[config.mk]
export PLATFORM = sky130hd
export DESIGN_NAME = decoder3to8_hold
export DESIGN_NICKNAME = d
export VERILOG_FILES = /design/src/rtl/dec3to8_pkg.sv /design/src/rtl/onehot_dec3to8.sv /design/src/rtl/decoder3to8_hold.sv
export SDC_FILE = /design/constraint.sdc
export NUM_CORES = 1
export LEC_CHECK = 0
export ABC_AREA = 0
export CAP_MARGIN = 20
export CELL_PAD_IN_SITES_DETAIL_PLACEMENT = 0
export CELL_PAD_IN_SITES_GLOBAL_PLACEMENT = 1
export CORE_MARGIN = 5
export CORE_UTILIZATION = 39
export DETAILED_ROUTE_END_ITERATION = 8
export PLACE_DENSITY = 0.87
export SLEW_MARGIN = 20
export SYNTH_ARGS = -nofsm -noshare
export SYNTH_HDL_FRONTEND = slang
export SYNTH_SLANG_ARGS = --single-unit
[constraint.sdc]
create_clock -name clk -period 2.4 [get_ports clk]
set_input_delay 0.48 -clock clk [delete_from_list [all_inputs] [get_ports clk]]
set_output_delay 0.48 -clock clk [all_outputs]
set_load 0.01 [all_outputs]
[src/rtl/dec3to8_pkg.sv]
// Shared types and constants for the decoder3to8_hold block.
// Output polarity is selected by DEC3TO8_ACTIVE_LOW_EN (undefined: active-high one-hot).
package dec3to8_pkg;

  localparam int unsigned CODE_W = 3;
  localparam int unsigned OUT_W  = 8;

  typedef enum logic [1:0] {
    StIdle,
    StHold,
    StGap
  } state_e;

`ifdef DEC3TO8_ACTIVE_LOW_EN
  localparam logic [OUT_W-1:0] OUT_IDLE = 8'hFF;
`else
  localparam logic [OUT_W-1:0] OUT_IDLE = 8'h00;
`endif

  // Maps an active-high one-hot pattern onto the configured output polarity.
  function automatic logic [OUT_W-1:0] drive_level(input logic [OUT_W-1:0] onehot);
`ifdef DEC3TO8_ACTIVE_LOW_EN
    return ~onehot;
`else
    return onehot;
`endif
  endfunction

endpackage

[src/rtl/onehot_dec3to8.sv]
// Purely combinational 3-to-8 one-hot decode (active-high).
module onehot_dec3to8
  import dec3to8_pkg::*;
(
  input  logic [CODE_W-1:0] i_code,
  output logic [OUT_W-1:0]  o_onehot
);

  always_comb begin
    o_onehot         = '0;
    o_onehot[i_code] = 1'b1;
  end

endmodule

[src/rtl/decoder3to8_hold.sv]
// Sequential 3-to-8 decoder: holds the selected line HOLD_CYCLES cycles, then one break cycle.
// Output polarity follows DEC3TO8_ACTIVE_LOW_EN (see dec3to8_pkg).
module decoder3to8_hold
  import dec3to8_pkg::*;
#(
  parameter int unsigned HOLD_CYCLES = 4,
  parameter int unsigned CNT_W       = 8
) (
  input  logic              clk,
  input  logic              rst_n,
  input  logic              en,
  input  logic              code_valid,
  input  logic [CODE_W-1:0] code,
  output logic              code_ready,
  output logic [OUT_W-1:0]  Y,
  output logic              busy,
  output logic              done
);

  state_e             r_state;
  state_e             w_state_nxt;
  logic [CNT_W-1:0]   r_cnt;
  logic [CNT_W-1:0]   w_cnt_nxt;
  logic [OUT_W-1:0]   r_y;
  logic [OUT_W-1:0]   w_y_nxt;
  logic               r_done;
  logic               w_done_nxt;
  logic [OUT_W-1:0]   w_onehot;

  onehot_dec3to8 u_onehot (
    .i_code   (code),
    .o_onehot (w_onehot)
  );

  always_comb begin
    w_state_nxt = r_state;
    w_cnt_nxt   = r_cnt;
    w_y_nxt     = r_y;
    w_done_nxt  = 1'b0;
    unique case (r_state)
      StIdle: begin
        w_y_nxt = OUT_IDLE;
        if (code_valid && en) begin
          // Polarity applied before the register so Y never glitches.
          w_y_nxt     = drive_level(w_onehot);
          w_cnt_nxt   = CNT_W'(HOLD_CYCLES - 1);
          w_state_nxt = StHold;
        end
      end
      StHold: begin
        // Abort wins over normal completion on the same edge.
        if (!en) begin
          w_y_nxt     = OUT_IDLE;
          w_cnt_nxt   = '0;
          w_state_nxt = StGap;
        end else if (r_cnt == '0) begin
          w_y_nxt     = OUT_IDLE;
          w_done_nxt  = 1'b1;
          w_state_nxt = StGap;
        end else begin
          w_cnt_nxt = r_cnt - CNT_W'(1);
        end
      end
      StGap: begin
        w_y_nxt     = OUT_IDLE;
        w_state_nxt = StIdle;
      end
      default: begin
        w_y_nxt     = OUT_IDLE;
        w_cnt_nxt   = '0;
        w_state_nxt = StIdle;
      end
    endcase
  end

  always_ff @(posedge clk or negedge rst_n) begin
    if (!rst_n) begin
      r_state <= StIdle;
      r_cnt   <= '0;
      r_y     <= OUT_IDLE;
      r_done  <= 1'b0;
    end else begin
      r_state <= w_state_nxt;
      r_cnt   <= w_cnt_nxt;
      r_y     <= w_y_nxt;
      r_done  <= w_done_nxt;
    end
  end

  assign code_ready = en && (r_state == StIdle);
  assign busy       = (r_state != StIdle);
  assign Y          = r_y;
  assign done       = r_done;

endmodule

==> metrics <==
sequential area share after synthesis 49.35%; crit path buf inv count 1; diode count 0; crit start category register; Root Driver clkbuf_4; Setup CP Type register to primary output; Synth Area in XOR/XNOR 0%; Tmin final 2258 ps; I/O pin cnt 18; share of cells above drive strength 1 16.24%; latest clock arrival within the worst-skew pair 300 ps; final setup vio count 0; MaxCap Viol Count 0; H-tree depth 1; outcome complete, no violations; Synth cell types 32; grt total ovfl 0; DRT Wirelength between 2000 and 2500 um; Synth Cell Area 963.4 um^2; global-route wire length before repair 3857 um; Final Hold Vio Count 0; final setup margin 142.2 ps; vias in the first global route 794; Main synth FF type dfrtp_1; Worst path top cell family by delay buffers and inverters; syn avg cell area around 11 um^2; fin nets 127; Warnings, synthesis 0; top cells by count, synth dfrtp_1 (19), nor2_1 (7), a32o_1 (6); initial core utilization between 30% and 40%; Via density around 5.5; worst slack at placement 237.9 ps; CTS sink cnt 19; Core Box Area between 2000 and 2500 um^2; Clk pin slew, worst setup/hold paths 110 ps; mux cell area share after synthesis 0%; Max stage delay cell, worst path clkdlybuf4s50_1; post-synthesis register bit count 19; Max Transition Viols Final 0; measured slew at the worst slew-check pin 397.3 ps; EDFF count, synth 0; # rows 18; pwr dens slightly below 1000 nW/um^2; crit-path cells or2_2 -> nor2_1 -> clkdlybuf4s50_1; Post-Route Utilization 51.56%; period utilisation layout 94.08%; Total GRT Usage 14.01%; die area roughly 3600 um^2; Placer Congestion 0.8616; register area roughly 480 um^2; largest net degree at the start of global routing 20; number of port buffers 17; Gate Count Post-Synth between 90 and 100; # fillers 224; die height 59.70 um; via count 807; RR Startpoint r_cnt[0]$_DFFE_PN0P_; area taken by multi-input logic gates 461.7 um^2; Post-Synth Adder-Cell Area 2.597%; share of the synthesized area in the top cell type 49.35%; setup TNS 0 ps; initial antenna violation count 0; complex-gate fraction of the synthesized area roughly a quarter; DP Wirelength 1647 um; CTS Buf Count 3; Bufs on Longest Clock Path 2; syn_nets 100; DIE WIDTH 59.70 um; Worst Path Required 1920 ps; Post-CTS Setup Bufs 0; CTS tree done; async set-reset flop share out of synthesis 100.0%; CP Launch Point r_state[1]$_DFFE_PN0P_; Max FO, Critical Path 6; RSZ-0062 raised after global routing no; post_cts resized 0; Synth area leaders dfrtp_1 (49%), a32o_1 (6.2%), or4b_4 (2.9%); post-synthesis simple-gate area fraction 21.82%; CP arrival 1780 ps; First-pass DRT Iterations 4; biggest area consumer among synthesized cells dfrtp_1; Layout Skew 3.032 ps; Hold WS 501.7 ps; cell with the most instances after synthesis dfrtp_1; layout overhead on the synthesized area 28.96%; final routed DRC violation total 0; largest family of logic cells by synthesized area compound AO/OA/AOI/OAI gates; maximum VDD drop roughly 0.00064 V; antenna viol nets, final 0; worst min-delay path class input port to async pin; wire length per cell 15.13 um; critical path endpoint category primary output; P_leak 0.5290 nW; fmax 442.9 MHz; initial DRC count 15; # hold bufs at CTS 0; crit-path max cell delay 550 ps; Rel. slew slack about three quarters
final timing paths:
path	slack, ps	end	depth (start not counted)
setup reg to reg	550	r_cnt[1]$_DFFE_PN0P_	5
max in group asynchronous	1700	Y[7]$_DFFE_PN0P_	2
min in group clk	510	Y[7]$_DFFE_PN0P_	1
setup / recovery	140	code_ready	3
hold / removal	500	r_cnt[1]$_DFFE_PN0P_	2
hold reg to reg	510	Y[7]$_DFFE_PN0P_	1
logic make-up after synthesis:
kind of cell	count (synthesis)
simple gates	34
compound gates	29
flops	19
buf+inv	7
fa+ha+maj	2
cells in the final DEF, fill, tap and decap left out, drive strengths merged, types with 4 or more instances in the layout:
| cell | count |
|---|---|
| clkbuf | 4 |
| nor3 | 4 |
| nand2 | 4 |
| a32o | 6 |
| buf | 7 |
| clkdlybuf4s50 | 17 |
| o21ai | 5 |
| nor2 | 7 |
| a21oi | 7 |
| dfrtp | 19 |
| inv | 5 |
where the power goes:
part | leakage (nW) | internal (mW) | switching [mW] | total (mW)
sequential | 0.256 | 0.394 | 0.0931 | 0.487
combinational | 0.258 | 0.265 | 0.291 | 0.555
clock | 0.0150 | 0.0647 | 0.0983 | 0.163
total | 0.529 | 0.723 | 0.482 | 1.21
registers in the layout, summed over array words and instances, names as in the netlist:
signal	cells
Y	8
done	1
r_cnt	8
r_state	2
worst register-to-register path, delay by kind of cell (launching register included):
| family | cells | cell delay (ps) |
|---|---|---|
| buffers and inverters | 1 | 110 |
| adders and majority gates | 1 | 180 |
| AOI/OAI and AO/OA | 1 | 180 |
| and+or+nand+nor | 2 | 810 |
| DFF | 1 | 420 |
cell type report:
type / instances / share of cell area [%]
clock buffers: 4 / 2.115
inverters: 5 / 1.511
flip-flops and latches: 19 / 38.27
well taps: 30 / 3.021
repair buffers: 24 / 17.93
multi-input cells: 65 / 37.16
through the flow:
step                      instances  power (mW)  cell area [um^2]
final                           147       1.205              1242
after global routing            147       1.298              1242
after CTS                       147       1.215              1242
after detailed placement        143       1.044              1216
after global placement          143       1.022              1216
after floorplan                  91      0.8196             963.4
metal layers:
| layer | global-route usage, % | share of wire [%] | routed length (um) |
|---|---|---|---|
| met5 | 0 | 0 | 0 |
| met4 | 1.266 | 0 | 0 |
| met3 | 5.400 | 6.2 | 138 |
| met2 | 22.99 | 47 | 1040 |
| met1 | 18.15 | 47 | 1044 |
Note: power is estimated with default switching activity, not from simulation.
